===== config.mk =====
export PLATFORM = sky130hd
export DESIGN_NAME = lcd_spi_rx_flat
export DESIGN_NICKNAME = d
export VERILOG_FILES = /design/src/rtl/lcd_spi_rx_pkg.sv /design/src/rtl/lcd_spi_rx_if.sv /design/src/rtl/lcd_rx_fifo.sv /design/src/rtl/lcd_spi_rx.sv /design/src/flat_wrapper.sv
export SDC_FILE = /design/constraint.sdc
export NUM_CORES = 1
export LEC_CHECK = 0
export ABC_AREA = 1
export CAP_MARGIN = 20
export CORE_MARGIN = 4
export CORE_UTILIZATION = 51
export CTS_CLUSTER_SIZE = 12
export DETAILED_ROUTE_END_ITERATION = 6
export PLACE_DENSITY = 0.76
export SYNTH_ARGS = -nofsm -noshare
export SYNTH_HDL_FRONTEND = slang
export SYNTH_SLANG_ARGS = --single-unit
export TNS_END_PERCENT = 100

===== constraint.sdc =====
create_clock -name clk -period 2.2 [get_ports clk]
set_input_delay 0.44 -clock clk [delete_from_list [all_inputs] [get_ports clk]]
set_output_delay 0.44 -clock clk [all_outputs]
set_load 0.03 [all_outputs]

===== src/rtl/lcd_spi_rx_pkg.sv =====
// Shared types and constants for the LCD SPI receive path.
// Received words are stored as the 17-bit record {dcx, data[15:0]}.
package lcd_spi_rx_pkg;

  typedef enum logic {
    ST_IDLE  = 1'b0,
    ST_SHIFT = 1'b1
  } state_t;

  localparam int LEN8 = 8;

  // Field offsets of the rx word record
  localparam int RXW_DATA_LSB = 0;
  localparam int RXW_DATA_MSB = 15;
  localparam int RXW_DCX_BIT  = 16;
  localparam int RXW_WIDTH    = 17;

  function automatic logic [RXW_WIDTH-1:0] pack_word(input logic dcx, input logic [15:0] data);
    return {dcx, data};
  endfunction

endpackage


===== src/rtl/lcd_spi_rx_if.sv =====
// Received-word stream: valid/ready handshake, transfer when rx_valid & rx_ready on posedge clk.
// rx_data/rx_dcx are stable while rx_valid is high and the word has not been accepted.
interface lcd_spi_rx_if;
  logic [15:0] rx_data;
  logic        rx_dcx;
  logic        rx_valid;
  logic        rx_ready;

  modport master (output rx_data, output rx_dcx, output rx_valid, input rx_ready);
  modport slave  (input rx_data, input rx_dcx, input rx_valid, output rx_ready);
endinterface


===== src/rtl/lcd_rx_fifo.sv =====
// Small synchronous FIFO with extra-MSB pointers; a pop in the same cycle frees space for a push.
module lcd_rx_fifo #(
  parameter int DEPTH = 2,
  parameter int WIDTH = 17
) (
  input  logic             clk,
  input  logic             rst,
  input  logic             push,
  input  logic             pop,
  input  logic [WIDTH-1:0] din,
  output logic [WIDTH-1:0] dout,
  output logic             full,
  output logic             empty
);
  localparam int AW = $clog2(DEPTH);

  logic [WIDTH-1:0] r_mem [DEPTH];
  logic [AW:0]      r_wr_ptr;
  logic [AW:0]      r_rd_ptr;
  logic             w_do_pop;
  logic             w_do_push;

  assign empty = (r_wr_ptr == r_rd_ptr);
  assign full  = (r_wr_ptr[AW] != r_rd_ptr[AW]) && (r_wr_ptr[AW-1:0] == r_rd_ptr[AW-1:0]);

  // Pop is resolved first so a full FIFO can accept a push in the same cycle
  assign w_do_pop  = pop & ~empty;
  assign w_do_push = push & (~full | w_do_pop);

  always_ff @(posedge clk or posedge rst) begin
    if (rst) begin
      r_wr_ptr <= '0;
      r_rd_ptr <= '0;
      for (int i = 0; i < DEPTH; i++) r_mem[i] <= '0;
    end else begin
      if (w_do_push) begin
        r_mem[r_wr_ptr[AW-1:0]] <= din;
        r_wr_ptr                <= r_wr_ptr + 1'b1;
      end
      if (w_do_pop) r_rd_ptr <= r_rd_ptr + 1'b1;
    end
  end

  assign dout = r_mem[r_rd_ptr[AW-1:0]];

endmodule


===== src/rtl/lcd_spi_rx.sv =====
// Rebuilds 8/16-bit LCD SPI words from CSX/DCX/SCK/SDO and queues them with their DCX level.
// Define LCD_SPI_RX_SYNC_EN to add 2-flop synchronizers on the SPI inputs for an asynchronous master.
module lcd_spi_rx
  import lcd_spi_rx_pkg::*;
#(
  parameter int DEPTH = 2,
  parameter int W16   = 16
) (
  input  logic          clk,
  input  logic          reset,
  input  logic          mode16,
  input  logic          CSX,
  input  logic          DCX,
  input  logic          SCK,
  input  logic          SDO,
  input  logic          clr_err,
  lcd_spi_rx_if.master  rx_if,
  output logic          overrun,
  output logic          frame_err,
  output logic          busy,
  output state_t        dbg_state
);

  logic w_csx, w_dcx, w_sck, w_sdo;

`ifdef LCD_SPI_RX_SYNC_EN
  logic [1:0] r_csx_s, r_dcx_s, r_sck_s, r_sdo_s;

  always_ff @(posedge clk or posedge reset) begin
    if (reset) begin
      r_csx_s <= 2'b11;
      r_dcx_s <= 2'b00;
      r_sck_s <= 2'b00;
      r_sdo_s <= 2'b00;
    end else begin
      r_csx_s <= {r_csx_s[0], CSX};
      r_dcx_s <= {r_dcx_s[0], DCX};
      r_sck_s <= {r_sck_s[0], SCK};
      r_sdo_s <= {r_sdo_s[0], SDO};
    end
  end

  assign w_csx = r_csx_s[1];
  assign w_dcx = r_dcx_s[1];
  assign w_sck = r_sck_s[1];
  assign w_sdo = r_sdo_s[1];
`else
  assign w_csx = CSX;
  assign w_dcx = DCX;
  assign w_sck = SCK;
  assign w_sdo = SDO;
`endif

  state_t      r_state, w_state_next;
  logic [15:0] r_shift, w_shift_next;
  logic [4:0]  r_cnt, w_cnt_next;
  logic [4:0]  r_len, w_len_next;
  logic        r_sck_q;
  logic        r_overrun, r_frame_err;
  logic        w_rise;
  logic        w_push;
  logic        w_frame_set;
  logic [4:0]  w_cnt_inc;
  logic [RXW_WIDTH-1:0] w_word;
  logic [RXW_WIDTH-1:0] w_dout;
  logic        w_full, w_empty;
  logic        w_ovr_set;

  // SDO is taken in the same cycle the rise is seen; the master moves SDO on the next edge
  assign w_rise    = w_sck & ~r_sck_q & ~w_csx;
  assign w_cnt_inc = r_cnt + 5'd1;

  always_comb begin
    w_state_next = r_state;
    w_shift_next = r_shift;
    w_cnt_next   = r_cnt;
    w_len_next   = r_len;
    w_push       = 1'b0;
    w_frame_set  = 1'b0;
    case (r_state)
      ST_IDLE: begin
        if (w_rise) begin
          w_shift_next = {15'd0, w_sdo};
          w_cnt_next   = 5'd1;
          w_len_next   = mode16 ? 5'(W16) : 5'(LEN8);
          w_state_next = ST_SHIFT;
        end
      end
      ST_SHIFT: begin
        if (w_csx) begin
          w_frame_set  = 1'b1;
          w_cnt_next   = 5'd0;
          w_state_next = ST_IDLE;
        end else if (w_rise) begin
          w_shift_next = {r_shift[14:0], w_sdo};
          w_cnt_next   = w_cnt_inc;
          if (w_cnt_inc == r_len) begin
            w_push       = 1'b1;
            w_cnt_next   = 5'd0;
            w_state_next = ST_IDLE;
          end
        end
      end
      default: w_state_next = ST_IDLE;
    endcase
  end

  // Upper bits start at zero on the first bit, so an 8-bit word lands zero-extended
  assign w_word = pack_word(w_dcx, w_shift_next);

  always_ff @(posedge clk or posedge reset) begin
    if (reset) begin
      r_state <= ST_IDLE;
      r_shift <= '0;
      r_cnt   <= '0;
      r_len   <= '0;
      r_sck_q <= 1'b0;
    end else begin
      r_state <= w_state_next;
      r_shift <= w_shift_next;
      r_cnt   <= w_cnt_next;
      r_len   <= w_len_next;
      r_sck_q <= w_sck;
    end
  end

  lcd_rx_fifo #(
    .DEPTH (DEPTH),
    .WIDTH (RXW_WIDTH)
  ) u_fifo (
    .clk   (clk),
    .rst   (reset),
    .push  (w_push),
    .pop   (rx_if.rx_ready),
    .din   (w_word),
    .dout  (w_dout),
    .full  (w_full),
    .empty (w_empty)
  );

  // A full FIFO only drops the word if the consumer is not taking the head this cycle
  assign w_ovr_set = w_push & w_full & ~rx_if.rx_ready;

  always_ff @(posedge clk or posedge reset) begin
    if (reset) begin
      r_overrun   <= 1'b0;
      r_frame_err <= 1'b0;
    end else begin
      if (w_ovr_set)    r_overrun <= 1'b1;
      else if (clr_err) r_overrun <= 1'b0;
      if (w_frame_set)  r_frame_err <= 1'b1;
      else if (clr_err) r_frame_err <= 1'b0;
    end
  end

  assign rx_if.rx_data  = w_dout[RXW_DATA_MSB:RXW_DATA_LSB];
  assign rx_if.rx_dcx   = w_dout[RXW_DCX_BIT];
  assign rx_if.rx_valid = ~w_empty;
  assign overrun        = r_overrun;
  assign frame_err      = r_frame_err;
  assign busy           = (r_state == ST_SHIFT);
  assign dbg_state      = r_state;

endmodule


===== src/flat_wrapper.sv =====
// flat-port wrapper written by rule: the top's interface ports become plain ports
module lcd_spi_rx_flat import lcd_spi_rx_pkg::*;
#(
  parameter int DEPTH = 2,
  parameter int W16   = 16
)
  (clk, reset, mode16, CSX, DCX, SCK, SDO, clr_err, overrun, frame_err, busy, dbg_state, rx_if_rx_data, rx_if_rx_dcx, rx_if_rx_valid, rx_if_rx_ready);
  lcd_spi_rx_if rx_if_i ();
  input  logic clk;
  input  logic reset;
  input  logic mode16;
  input  logic CSX;
  input  logic DCX;
  input  logic SCK;
  input  logic SDO;
  input  logic clr_err;
  output logic overrun;
  output logic frame_err;
  output logic busy;
  output state_t dbg_state;
  output wire logic [$bits(rx_if_i.rx_data)-1:0] rx_if_rx_data;
  output wire logic [$bits(rx_if_i.rx_dcx)-1:0] rx_if_rx_dcx;
  output wire logic [$bits(rx_if_i.rx_valid)-1:0] rx_if_rx_valid;
  input wire logic [$bits(rx_if_i.rx_ready)-1:0] rx_if_rx_ready;
  assign rx_if_rx_data = rx_if_i.rx_data;
  assign rx_if_rx_dcx = rx_if_i.rx_dcx;
  assign rx_if_rx_valid = rx_if_i.rx_valid;
  assign rx_if_i.rx_ready = rx_if_rx_ready;
  lcd_spi_rx #(.DEPTH(DEPTH), .W16(W16)) u_core (.clk(clk), .reset(reset), .mode16(mode16), .CSX(CSX), .DCX(DCX), .SCK(SCK), .SDO(SDO), .clr_err(clr_err), .rx_if(rx_if_i), .overrun(overrun), .frame_err(frame_err), .busy(busy), .dbg_state(dbg_state));
endmodule

### Word-level counts from Yosys, hierarchy flattened

Index checks and enable logic that the tools add are counted.

* input port bits: 9
* flip-flop bits (word level): 68
* logic and storage cells: 74
* output and inout bits: 22

* magnitude comparators: 3
* eq/ne operators: 6
* reduce and logical (&&, ||, !) cells: 6
* add/sub/neg operators: 3
* bitwise logic cells: 15
* muxes and demuxes: 30

Operator list (count)
* $mux 17: 4
* $mux 16: 3
* $bwmux 34: 1
* $pmux 16 s2: 1
* $mux 5: 5
* $demux 17 s1: 1
* $mux 1: 13
* $pmux 5 s2: 1
* $and 1x1->1: 6
* $not 1->1: 6
* $add 5x1->5 const B: 1
* $eq 5x5->1: 1
* $add 2x1->2 const B: 2
* $ge 2x2->1 const B: 2
* $not 1->2: 2
* $reduce_and 2->1: 2
* $reduce_bool 2->1: 2
* $ne 3x3->1 const B: 1
* $eq 2x2->1: 1
* $logic_and 1x1->1: 2
* $lt 2x1->1 const B: 1
* $ne 2x1->1 const B: 1
* $pmux 1 s2: 1
* $eq 1x1->1: 1
* other kinds (2): 2

### Longest topological paths before layout

Gate-level depths: netlist of the first run.

* depth in word-level cells: 9
* mapped depth: 11
* gate-level depth less buffers: 11

### Modules after synthesis

Synthesis of the first run repeated with hierarchy kept, for this count alone.

* cells, all modules: 371
* area, all modules: 3029.2 um2

By module, submodules not included
* lcd_rx_fifo: area an instance 1853.0 um2, times used 1, cells each 239
* lcd_spi_rx: area an instance 1176.1 um2, times used 1, cells each 132

### Least setup slack after synthesis of the first run

No wires, ideal clock.

* path type: reg2out
* start: reg u_core.u_fifo.r_rd_ptr[0]
* end: out rx_if_rx_data[10]
* path slack: 0.424 ns
* cell stages (with the launch flop): 6
* data required time: 1.760 ns
* arrival: 1.336 ns
* path buffers: 2
* path through: dfrtp_1 -> clkbuf_1 -> clkinv_1 -> clkbuf_1 -> nand2_1 -> nand2_1

* word-level cells in the longest chain between the ends: 4

RTL lines
* start, declared: line lcd_rx_fifo.sv:19 `logic [AW:0] r_rd_ptr;`
* start signal, assigned: line lcd_rx_fifo.sv:40 `if (w_do_pop) r_rd_ptr <= r_rd_ptr + 1'b1;`
* $not 1->2 (not written as such): line lcd_rx_fifo.sv:44 `assign dout = r_mem[r_rd_ptr[AW-1:0]];`
* $mux 17 (not written as such) (3 in a row): line lcd_rx_fifo.sv:44
* end, declared: line flat_wrapper.sv:21 `output wire logic [$bits(rx_if_i.rx_data)-1:0] rx_if_rx_data;`

Every way passes these cells. The select of a mux whose other input is x is not followed.

### Worst setup path after layout of the first run

* start: reg u_core.u_fifo.r_rd_ptr[0]
* end: out rx_if_rx_data[0]

The elaborated chain is that of the path after synthesis.

==> impl_table.tex, run 1 <==
\begin{tabular}{lr}
\hline
Metric & Value \\
\hline
\multicolumn{2}{l}{\textbf{Placed design}} \\
\quad Total of buffers placed on input and output ports & 30 \\
\quad Number of cells in the design after placement & 455 \\
\quad Final HPWL from detailed placement & 4470 um \\
\quad Routability cong. & 0.881 \\
\multicolumn{2}{l}{\textbf{Clock tree}} \\
\quad Worst skew pair latency & 0.35 ns \\
\quad Clock tree from TritonCTS & built \\
\quad Clock root buffer master & sky130\_fd\_sc\_hd\_\_clkbuf\_8 \\
\quad Max clock buf depth & 2 \\
\quad Clock buffer count from CTS & 9 \\
\quad H-tree depth & 3 \\
\quad Post-CTS setup buffers & 0 \\
\quad Number of buffers inserted for hold repair after clock tree synthesis & 0 \\
\quad Clock transition at the registers of the reported paths & 0.08 ns \\
\quad Number of sinks driven by the clock tree & 65 \\
\multicolumn{2}{l}{\textbf{Setup path}} \\
\quad Crit path capture type & primary output \\
\quad Critical Path RT & 1.76 ns \\
\quad Worst-case register-to-register setup slack & 0.23 ns \\
\quad Data arrival, critical path & 1.56 ns \\
\quad Sort of element at the start of the critical path & flop \\
\quad Highest net fanout along the worst path & 12 \\
\quad Type of the setup path with the least slack & reg2out \\
\multicolumn{2}{l}{\textbf{GRT}} \\
\quad Total global routing track utilization & 20.5\% \\
\quad Number of antenna violations at the first check in global routing & 0 \\
\quad Pin count of the biggest net entering global routing & 37 \\
\quad Wire length of the first global-routing pass & 11900 um \\
\quad Via count of the first global-routing pass & 2527 \\
\quad Overflow left after global routing & 0 \\
\multicolumn{2}{l}{\textbf{Floorplan}} \\
\quad Width of the die & 85.4 um \\
\quad Std cell rows & 27 \\
\quad Total Die Area & 7290 um\^{}2 \\
\quad Count of boundary I/O pins & 31 \\
\quad Placeable core region & 5640 um\^{}2 \\
\quad Initial Utilization & 54.1\% \\
\quad Die Y-Extent & 85.4 um \\
\multicolumn{2}{l}{\textbf{Final layout}} \\
\quad Diodes inserted & 0 \\
\quad Fraction of layout cells with a size suffix above 1 & 11.0\% \\
\quad Multi-input gate area & 1180 um\^{}2 \\
\quad Synth-to-Final Area Change & 20.1\% \\
\quad Final Net Count & 404 \\
\quad Storage cell area & 1630 um\^{}2 \\
\quad Fillers & 473 \\
\quad Non-filler cells, final & 471 \\
\multicolumn{2}{l}{\textbf{Synth}} \\
\quad Avg Inst Size Synth & 8.55 um\^{}2 \\
\quad Number of different library cells in the post-synthesis netlist & 27 \\
\quad Flop and latch count out of synthesis & 65 \\
\quad Count of synthesis-stage warnings from yosys & 0 \\
\quad Sequential area share after synthesis & 53.3\% \\
\quad Area of the mapped netlist & 3050 um\^{}2 \\
\quad Nets in the synthesized netlist & 367 \\
\quad Synth Instances & 357 \\
\multicolumn{2}{l}{\textbf{Detailed routing}} \\
\quad Total DRC errors in the routed layout & 0 \\
\quad Number of DRC violations after detailed-routing iteration 0 & 229 \\
\quad Vias per std cell & 5.47 \\
\quad Final ANT Viol Nets & 0 \\
\quad DR WL/cell & 14.8 um \\
\quad Pre-antenna DRT Iters & 5 \\
\quad Routed vias & 2575 \\
\quad Post-detailed-routing wire length & 6960 um \\
\multicolumn{2}{l}{\textbf{STA}} \\
\quad Slew at the pin with the worst max-slew slack & 0.439 ns \\
\quad Worst clock skew & 0.00784 ns \\
\quad Final period demand of the worst path & 2.00 ns \\
\quad Final max-slew violation count & 0 \\
\quad Headroom to the max-slew limit & 70.7\% \\
\quad Number of hold-slack violations in the final timing report & 0 \\
\quad Setup TNS & 0 ns \\
\quad Setup repair after global routing missed its margin & false \\
\quad Final setup violation count & 0 \\
\quad Tcrit/Tclk final & 91.1\% \\
\quad Maximum clock frequency & 0.499 GHz \\
\multicolumn{2}{l}{\textbf{Pwr}} \\
\quad Max rail drop VDD & 610 uV \\
\quad Power Dens Cells & 771 nW/um\^{}2 \\
\quad Leakage dissipation & 2.01 nW \\
\quad Total power of the final layout & 0.00283 W \\
\multicolumn{2}{l}{\textbf{Hold path}} \\
\quad Path category of the worst min-delay check & in2async \\
\multicolumn{2}{l}{\textbf{Flow run}} \\
\quad Max\_cap viols & 0 \\
\multicolumn{2}{l}{\textbf{Status}} \\
\quad Outcome & finished, final reports clean \\
\hline
\end{tabular}
-- worst paths after layout --
kind	from	to	cells past startpoint
setup reg to reg	u_core.r_cnt[0]	u_core.u_fifo.r_mem[33]	10
setup / recovery	u_core.u_fifo.r_rd_ptr[0]	rx_if_rx_data[0]	5
min in group clk	u_core.u_fifo.r_mem[16]	u_core.u_fifo.r_mem[16]	2
max in group asynchronous	reset	u_core.u_fifo.r_mem[4]	3
hold reg to reg	u_core.u_fifo.r_mem[16]	u_core.u_fifo.r_mem[16]	2
hold / removal	reset	u_core.r_len[4]	2
-- kinds of logic (layout without fill, tap and decap cells) --
logic type                 Yosys count  in the layout  synth area share, %
and+or+nand+nor                    208            208                 32.1
DFF                                 65             65                 53.3
buffers and inverters               53             95                 7.99
AOI/OAI and AO/OA                   27             27                 5.37
xor gates and xnor gates             3              3                0.861
adders and majority gates            1              1                0.410
-- worst max-delay path: stages (launching register included) --
cell	delay, ns
sky130_fd_sc_hd__dfrtp_1	0.40
sky130_fd_sc_hd__clkinv_1	0.07
sky130_fd_sc_hd__buf_4	0.20
sky130_fd_sc_hd__nand2_1	0.07
sky130_fd_sc_hd__nand2_1	0.07
sky130_fd_sc_hd__dlygate4sd2_1	0.40
-- sequential cells by signal (all words and copies together), names as in the netlist --
register	cells
u_core.u_fifo.r_mem	34
u_core.frame_err	1
u_core.r_len	2
u_core.busy	1
u_core.overrun	1
u_core.r_cnt	5
u_core.u_fifo.r_wr_ptr	2
u_core.u_fifo.r_rd_ptr	2
u_core.r_shift	16
u_core.r_sck_q	1
-- Yosys cell counts --
library cell,n,area (um^2)
sky130_fd_sc_hd__nand2_1,140,526
sky130_fd_sc_hd__dfrtp_1,65,1630
sky130_fd_sc_hd__nand4_1,38,238
sky130_fd_sc_hd__inv_1,33,124
sky130_fd_sc_hd__o22ai_1,15,93.8
sky130_fd_sc_hd__nor2_1,11,41.3
sky130_fd_sc_hd__buf_2,9,45.0
sky130_fd_sc_hd__nand3_1,8,40.0
sky130_fd_sc_hd__o21ai_0,6,30.0
sky130_fd_sc_hd__buf_6,4,45.0
sky130_fd_sc_hd__clkbuf_1,4,15.0
sky130_fd_sc_hd__a21oi_1,3,15.0
sky130_fd_sc_hd__nand3_2,3,30.0
sky130_fd_sc_hd__nand2_2,2,12.5
sky130_fd_sc_hd__nand4_4,2,42.5
sky130_fd_sc_hd__nor2_4,2,22.5
sky130_fd_sc_hd__xnor2_1,2,17.5
sky130_fd_sc_hd__a32o_1,1,10.0
sky130_fd_sc_hd__buf_4,1,7.51
sky130_fd_sc_hd__clkinv_1,1,3.75
sky130_fd_sc_hd__ha_1,1,12.5
sky130_fd_sc_hd__inv_2,1,3.75
sky130_fd_sc_hd__nand2_4,1,11.3
sky130_fd_sc_hd__nor3_4,1,16.3
sky130_fd_sc_hd__o21bai_1,1,7.51
sky130_fd_sc_hd__o31ai_1,1,7.51
sky130_fd_sc_hd__xor2_1,1,8.76
-- repair_timing --
action / in CTS / in global routing
hold endpoints to repair: 0 / 0
setup endpoints to repair: 13 / 4
resized for setup: 13 / 4
-- placed cells by master (no fill, tap or decap), types with 2 or more instances in the layout --
cell,Yosys,routed
sky130_fd_sc_hd__a21oi_1,3,3
sky130_fd_sc_hd__xnor2_1,2,2
sky130_fd_sc_hd__nand4_4,2,2
sky130_fd_sc_hd__nor2_4,2,2
sky130_fd_sc_hd__nand3_1,8,8
sky130_fd_sc_hd__nand3_2,3,3
sky130_fd_sc_hd__buf_12,0,3
sky130_fd_sc_hd__buf_4,1,12
sky130_fd_sc_hd__nor2_1,11,11
sky130_fd_sc_hd__inv_1,33,32
sky130_fd_sc_hd__o21ai_0,6,6
sky130_fd_sc_hd__inv_2,1,2
sky130_fd_sc_hd__dlygate4sd2_1,0,13
sky130_fd_sc_hd__nand2_1,140,140
sky130_fd_sc_hd__o22ai_1,15,15
sky130_fd_sc_hd__clkinvlp_4,0,3
sky130_fd_sc_hd__dfrtp_1,65,65
sky130_fd_sc_hd__clkinv_4,0,2
sky130_fd_sc_hd__dlymetal6s2s_1,0,4
sky130_fd_sc_hd__nand4_1,38,38
sky130_fd_sc_hd__clkdlybuf4s50_1,0,12
sky130_fd_sc_hd__clkbuf_8,0,9
sky130_fd_sc_hd__nand2_2,2,2
-- through the flow --
stage	setup WS (ns)	cell area, um^2	hold WS (ns)	utilization (%)
detailed placement	0.0630	3470	0.467	61.5
global placement	0.133	3470	0.462	61.5
CTS	0.00978	3660	0.428	64.8
finish	0.195	3670	0.414	65.0
global route	0.0533	3670	0.459	65.0
floorplan	0.134	3050	0.449	-
-- final cells by class --
class	count	area share, %
Clock inverter	7	2.15
Inverter	35	3.58
Tap cell	72	2.46
Clock buffer	9	3.38
Sequential cell	65	44.4
Timing Repair Buffer	44	11.8
Multi-Input combinational cell	239	32.2
-- metal layers --
layer,global-route usage [%],routed length [um]
met4,11.4,174
met2,32.6,3250
met5,0,0
met1,26.7,3130
met3,3.40,406
-- report_power, final --
group | leakage [nW] | switching, W | internal [W] | total [W]
sequential | 0.884 | 0.0000387 | 0.00124 | 0.00128
clock | 0.0921 | 0.000501 | 0.000530 | 0.00103
combinational | 1.03 | 0.000354 | 0.000164 | 0.000518
total | 2.01 | 0.000894 | 0.00193 | 0.00283
Note: power is estimated with default switching activity, not from simulation.
==> inputs of run 2 (changes only) <==
--- a/config.mk
+++ b/config.mk
@@ -5,12 +5,12 @@
 export SDC_FILE = /design/constraint.sdc
 export NUM_CORES = 1
 export LEC_CHECK = 0
-export ABC_AREA = 1
 export CAP_MARGIN = 20
 export CORE_MARGIN = 4
 export CORE_UTILIZATION = 51
 export CTS_CLUSTER_SIZE = 12
 export DETAILED_ROUTE_END_ITERATION = 6
+export HOLD_SLACK_MARGIN = 0.02
 export PLACE_DENSITY = 0.76
 export SYNTH_ARGS = -nofsm -noshare
 export SYNTH_HDL_FRONTEND = slang
==> run 2 against run 1 <==
Routed wire length decreased by 15%; final cell count shrank 14%; non-clock buffer count increased by 7; via count fell by 19%; clock power down 6%; core utilization hardly changed; largest cell class unchanged; highest routed layer unchanged.
==> impl_table.tex, run 2 <==
\begin{tabular}{lr}
\hline
Metric & Value \\
\hline
\multicolumn{2}{l}{\textbf{Detailed routing}} \\
\quad DR WL/cell & 14.6 um (was 14.8 um) \\
\quad Pre-antenna DRT Iters & 4 (was 5) \\
\quad Routed vias & 2082 (was 2575) \\
\quad Post-detailed-routing wire length & 5930 um (was 6960 um) \\
\quad Final ANT Viol Nets & 0 (unchanged) \\
\quad Vias per std cell & 5.13 (was 5.47) \\
\quad Total DRC errors in the routed layout & 0 (unchanged) \\
\quad Number of DRC violations after detailed-routing iteration 0 & 60 (was 229) \\
\multicolumn{2}{l}{\textbf{Clock tree}} \\
\quad Clock root buffer master & sky130\_fd\_sc\_hd\_\_clkbuf\_8 (unchanged) \\
\quad Clock tree from TritonCTS & built (unchanged) \\
\quad H-tree depth & 3 (unchanged) \\
\quad Clock transition at the registers of the reported paths & 0.07 ns (was 0.08 ns) \\
\quad Number of sinks driven by the clock tree & 65 (unchanged) \\
\quad Number of buffers inserted for hold repair after clock tree synthesis & 0 (unchanged) \\
\quad Max clock buf depth & 2 (unchanged) \\
\quad Clock buffer count from CTS & 9 (unchanged) \\
\quad Worst skew pair latency & 0.34 ns (was 0.35 ns) \\
\multicolumn{2}{l}{\textbf{Placed design}} \\
\quad Cell Area, Placed & 3460 um\^{}2 (was 3470 um\^{}2) \\
\quad Final HPWL from detailed placement & 4210 um (was 4470 um) \\
\quad Routability cong. & 0.736 (was 0.881) \\
\quad Worst slack at placement & -0.0610 ns (was 0.0630 ns) \\
\quad Total of buffers placed on input and output ports & 30 (unchanged) \\
\multicolumn{2}{l}{\textbf{Hold path}} \\
\quad Path category of the worst min-delay check & in2async (unchanged) \\
\multicolumn{2}{l}{\textbf{Synth}} \\
\quad Synth Instances & 283 (was 357) \\
\quad Sequential area share after synthesis & 54.3\% (was 53.3\%) \\
\quad Count of synthesis-stage warnings from yosys & 0 (unchanged) \\
\quad Number of different library cells in the post-synthesis netlist & 33 (was 27) \\
\quad Commonest register cell after synthesis & sky130\_fd\_sc\_hd\_\_dfrtp\_1 (unchanged) \\
\quad Biggest area contributors in the synthesized netlist & sky130\_fd\_sc\_hd\_\_dfrtp\_1 54\%, sky130\_fd\_sc\_hd\_\_mux2i\_1 10\%, sky130\_fd\_sc\_hd\_\_inv\_1 6.1\%, sky130\_fd\_sc\_hd\_\_and3\_1 3.1\%, sky130\_fd\_sc\_hd\_\_mux2\_2 3.0\% (was sky130\_fd\_sc\_hd\_\_dfrtp\_1 53\%, sky130\_fd\_sc\_hd\_\_nand2\_1 17\%, sky130\_fd\_sc\_hd\_\_nand4\_1 7.8\%, sky130\_fd\_sc\_hd\_\_inv\_1 4.1\%, sky130\_fd\_sc\_hd\_\_o22ai\_1 3.1\%) \\
\quad Most frequently used cell type in the post-synthesis netlist & sky130\_fd\_sc\_hd\_\_dfrtp\_1 (was sky130\_fd\_sc\_hd\_\_nand2\_1) \\
\quad Flop and latch count out of synthesis & 65 (unchanged) \\
\quad Nets in the synthesized netlist & 293 (was 367) \\
\quad Top cell type's share of synthesized area & 54.3\% (was 53.3\%) \\
\quad Fraction of registers with async set/reset & 100\% (unchanged) \\
\quad Area of the mapped netlist & 3000 um\^{}2 (was 3050 um\^{}2) \\
\quad Avg Inst Size Synth & 10.6 um\^{}2 (was 8.55 um\^{}2) \\
\quad EDFF count, synth & 0 (unchanged) \\
\quad Commonest cells in the synthesized netlist & 65 x sky130\_fd\_sc\_hd\_\_dfrtp\_1, 49 x sky130\_fd\_sc\_hd\_\_inv\_1, 30 x sky130\_fd\_sc\_hd\_\_mux2i\_1, 22 x sky130\_fd\_sc\_hd\_\_nand2\_1, 17 x sky130\_fd\_sc\_hd\_\_o21ai\_0 (was 140 x sky130\_fd\_sc\_hd\_\_nand2\_1, 65 x sky130\_fd\_sc\_hd\_\_dfrtp\_1, 38 x sky130\_fd\_sc\_hd\_\_nand4\_1, 33 x sky130\_fd\_sc\_hd\_\_inv\_1, 15 x sky130\_fd\_sc\_hd\_\_o22ai\_1) \\
\quad Yosys top cell by area & sky130\_fd\_sc\_hd\_\_dfrtp\_1 (unchanged) \\
\multicolumn{2}{l}{\textbf{Floorplan}} \\
\quad Count of boundary I/O pins & 31 (unchanged) \\
\quad Placeable core region & 5610 um\^{}2 (was 5640 um\^{}2) \\
\quad Total Die Area & 7170 um\^{}2 (was 7290 um\^{}2) \\
\quad Width of the die & 84.7 um (was 85.4 um) \\
\quad Std cell rows & 27 (unchanged) \\
\quad Die Y-Extent & 84.7 um (was 85.4 um) \\
\quad Initial Utilization & 53.4\% (was 54.1\%) \\
\multicolumn{2}{l}{\textbf{STA}} \\
\quad Number of hold-slack violations in the final timing report & 0 (unchanged) \\
\quad Worst clock skew & 0.00813 ns (was 0.00784 ns) \\
\quad Setup repair after global routing missed its margin & false (unchanged) \\
\quad Final setup violation count & 0 (unchanged) \\
\quad Tcrit/Tclk final & 93.0\% (was 91.1\%) \\
\quad Maximum clock frequency & 0.489 GHz (was 0.499 GHz) \\
\quad Final period demand of the worst path & 2.05 ns (was 2.00 ns) \\
\quad Final worst-path setup slack & 0.154 ns (was 0.195 ns) \\
\quad Slew at the pin with the worst max-slew slack & 0.613 ns (was 0.439 ns) \\
\quad Final max-slew violation count & 0 (unchanged) \\
\quad Headroom to the max-slew limit & 58.8\% (was 70.7\%) \\
\multicolumn{2}{l}{\textbf{Final layout}} \\
\quad Registers with the highest flip-flop counts & u\_core.u\_fifo.r\_mem (34), u\_core.r\_shift (16), u\_core.r\_cnt (5) (unchanged) \\
\quad Fraction of layout cells with a size suffix above 1 & 18.9\% (was 11.0\%) \\
\quad Final Net Count & 339 (was 404) \\
\quad Final design area excluding fillers & 3650 um\^{}2 (was 3670 um\^{}2) \\
\quad Commonest non-fill, non-tap cell in the layout & sky130\_fd\_sc\_hd\_\_dfrtp\_1 (was sky130\_fd\_sc\_hd\_\_nand2\_1) \\
\quad Leading cell types in the layout, fill and taps excluded & 65 x sky130\_fd\_sc\_hd\_\_dfrtp\_1, 48 x sky130\_fd\_sc\_hd\_\_inv\_1, 34 x sky130\_fd\_sc\_hd\_\_buf\_4 (was 140 x sky130\_fd\_sc\_hd\_\_nand2\_1, 65 x sky130\_fd\_sc\_hd\_\_dfrtp\_1, 38 x sky130\_fd\_sc\_hd\_\_nand4\_1) \\
\quad Diodes inserted & 0 (unchanged) \\
\quad Largest register by flop count & u\_core.u\_fifo.r\_mem (unchanged) \\
\quad Synth-to-Final Area Change & 21.7\% (was 20.1\%) \\
\quad Max reg flops & 34 (unchanged) \\
\multicolumn{2}{l}{\textbf{Setup path}} \\
\quad Series of cell instances along the critical path & buf\_4 -> clkdlybuf4s50\_1 (was clkinv\_1 -> buf\_4 -> nand2\_1 -> nand2\_1 -> dlygate4sd2\_1) \\
\quad Cell depth of the worst setup path & 2 (was 5) \\
\quad CP max stage cell & sky130\_fd\_sc\_hd\_\_clkdlybuf4s50\_1 (was sky130\_fd\_sc\_hd\_\_dfrtp\_1) \\
\quad Data arrival, critical path & 1.61 ns (was 1.56 ns) \\
\quad Type of the setup path with the least slack & reg2out (unchanged) \\
\quad Sum of buffers and inverters on the critical path & 2 (was 3) \\
\quad Sort of element at the start of the critical path & flop (unchanged) \\
\quad Critical Path RT & 1.76 ns (about the same) \\
\quad Highest net fanout along the worst path & 17 (was 12) \\
\quad Crit path capture type & primary output (unchanged) \\
\quad Cell count of the worst reg-to-reg path & 6 (was 10) \\
\quad Largest stage delay on the critical path & 0.70 ns (was 0.40 ns) \\
\quad Kind of cell adding the most delay to the critical path & buffers and inverters (unchanged) \\
\multicolumn{2}{l}{\textbf{GRT}} \\
\quad Overflow left after global routing & 0 (unchanged) \\
\quad Wire length of the first global-routing pass & 10300 um (was 11900 um) \\
\quad Pin count of the biggest net entering global routing & 25 (was 37) \\
\quad Total global routing track utilization & 18.5\% (was 20.5\%) \\
\quad Number of antenna violations at the first check in global routing & 0 (unchanged) \\
\quad Via count of the first global-routing pass & 2175 (was 2527) \\
\multicolumn{2}{l}{\textbf{Status}} \\
\quad Outcome & finished, final reports clean (unchanged) \\
\multicolumn{2}{l}{\textbf{Pwr}} \\
\quad Power Dens Cells & 915 nW/um\^{}2 (was 771 nW/um\^{}2) \\
\quad Leakage dissipation & 1.92 nW (was 2.01 nW) \\
\quad Max rail drop VDD & 667 uV (was 610 uV) \\
\multicolumn{2}{l}{\textbf{Flow run}} \\
\quad Max\_cap viols & 0 (unchanged) \\
\hline
\end{tabular}
run 2: power breakdown:
group / switching (W) / leakage, nW / internal (W)
registers: 0.0000478 / 0.728 / 0.00124
clock network: 0.000438 / 0.0960 / 0.000534
logic: 0.000675 / 1.09 / 0.000403
run 2: area by class of cell:
cell class,count,area [um^2]
Clock buffer,15,186
Clock inverter,1,7.51
Fill cell,446,1960
Inverter,49,184
Multi-Input combinational cell,153,1100
Sequential cell,65,1630
Tap cell,72,90.1
Timing Repair Buffer,51,453
run 2: what timing repair did:
action / CTS / global route
buffers inserted: 0 / 0
setup endpoints to repair: 2 / 0
resized for setup: 2 / 0
run 2: final timing paths:
| kind | from | endpoint | slack, ns |
|---|---|---|---|
| setup / recovery | u_core.busy | dbg_state | 0.15 |
| hold / removal | reset | u_core.u_fifo.r_mem[12] | 0.45 |
| setup reg to reg | u_core.u_fifo.r_rd_ptr[0] | u_core.u_fifo.r_mem[16] | 0.22 |
| hold reg to reg | u_core.u_fifo.r_wr_ptr[1] | u_core.u_fifo.r_wr_ptr[1] | 0.50 |
| max in group asynchronous | reset | u_core.u_fifo.r_mem[25] | 1.25 |
| min in group clk | u_core.u_fifo.r_wr_ptr[1] | u_core.u_fifo.r_wr_ptr[1] | 0.50 |
run 2: metrics by stage:
stage | total power (W) | setup TNS [ns] | hold slack [ns] | utilization (%) | cells
after global placement | 0.00238 | 0 | 0.474 | 61.6 | 390
after floorplan | 0.00198 | 0 | 0.448 | - | 283
final | 0.00334 | 0 | 0.453 | 65.0 | 406
after CTS | 0.00337 | 0 | 0.462 | 65.0 | 406
after global routing | 0.00351 | 0 | 0.485 | 65.0 | 406
after detailed placement | 0.00239 | -0.484 | 0.484 | 61.6 | 390
run 2: per-layer routing:
| layer | up-vias | GRT usage [%] | wire length (um) |
|---|---|---|---|
| met4 | 0 | 8.35 | 117 |
| met1 | 1022 | 24.4 | 2790 |
| li1 | 1016 | - | - |
| met3 | 9 | 5.89 | 251 |
| met2 | 35 | 27.8 | 2770 |
| met5 | - | 0 | 0 |
run 2: logic make-up after synthesis:
group | after synthesis | synth area share (%)
multiplexers | 38 | 13.0
buffers and inverters | 65 | 9.23
flip-flops | 65 | 54.3
AO/OA/AOI/OAI | 43 | 8.35
adder cells (fa/ha/maj) | 1 | 0.417
XOR/XNOR | 14 | 4.34
AND/OR/NAND/NOR | 57 | 10.4
run 2: worst reg2reg max path: cells and delay by family (launching register included):
kind | cells | cell delay, ns
simple gates | 1 | 0.17
flops | 1 | 0.46
xor+xnor | 1 | 0.25
mux | 1 | 0.35
buf+inv | 2 | 0.47
compound gates | 1 | 0.17
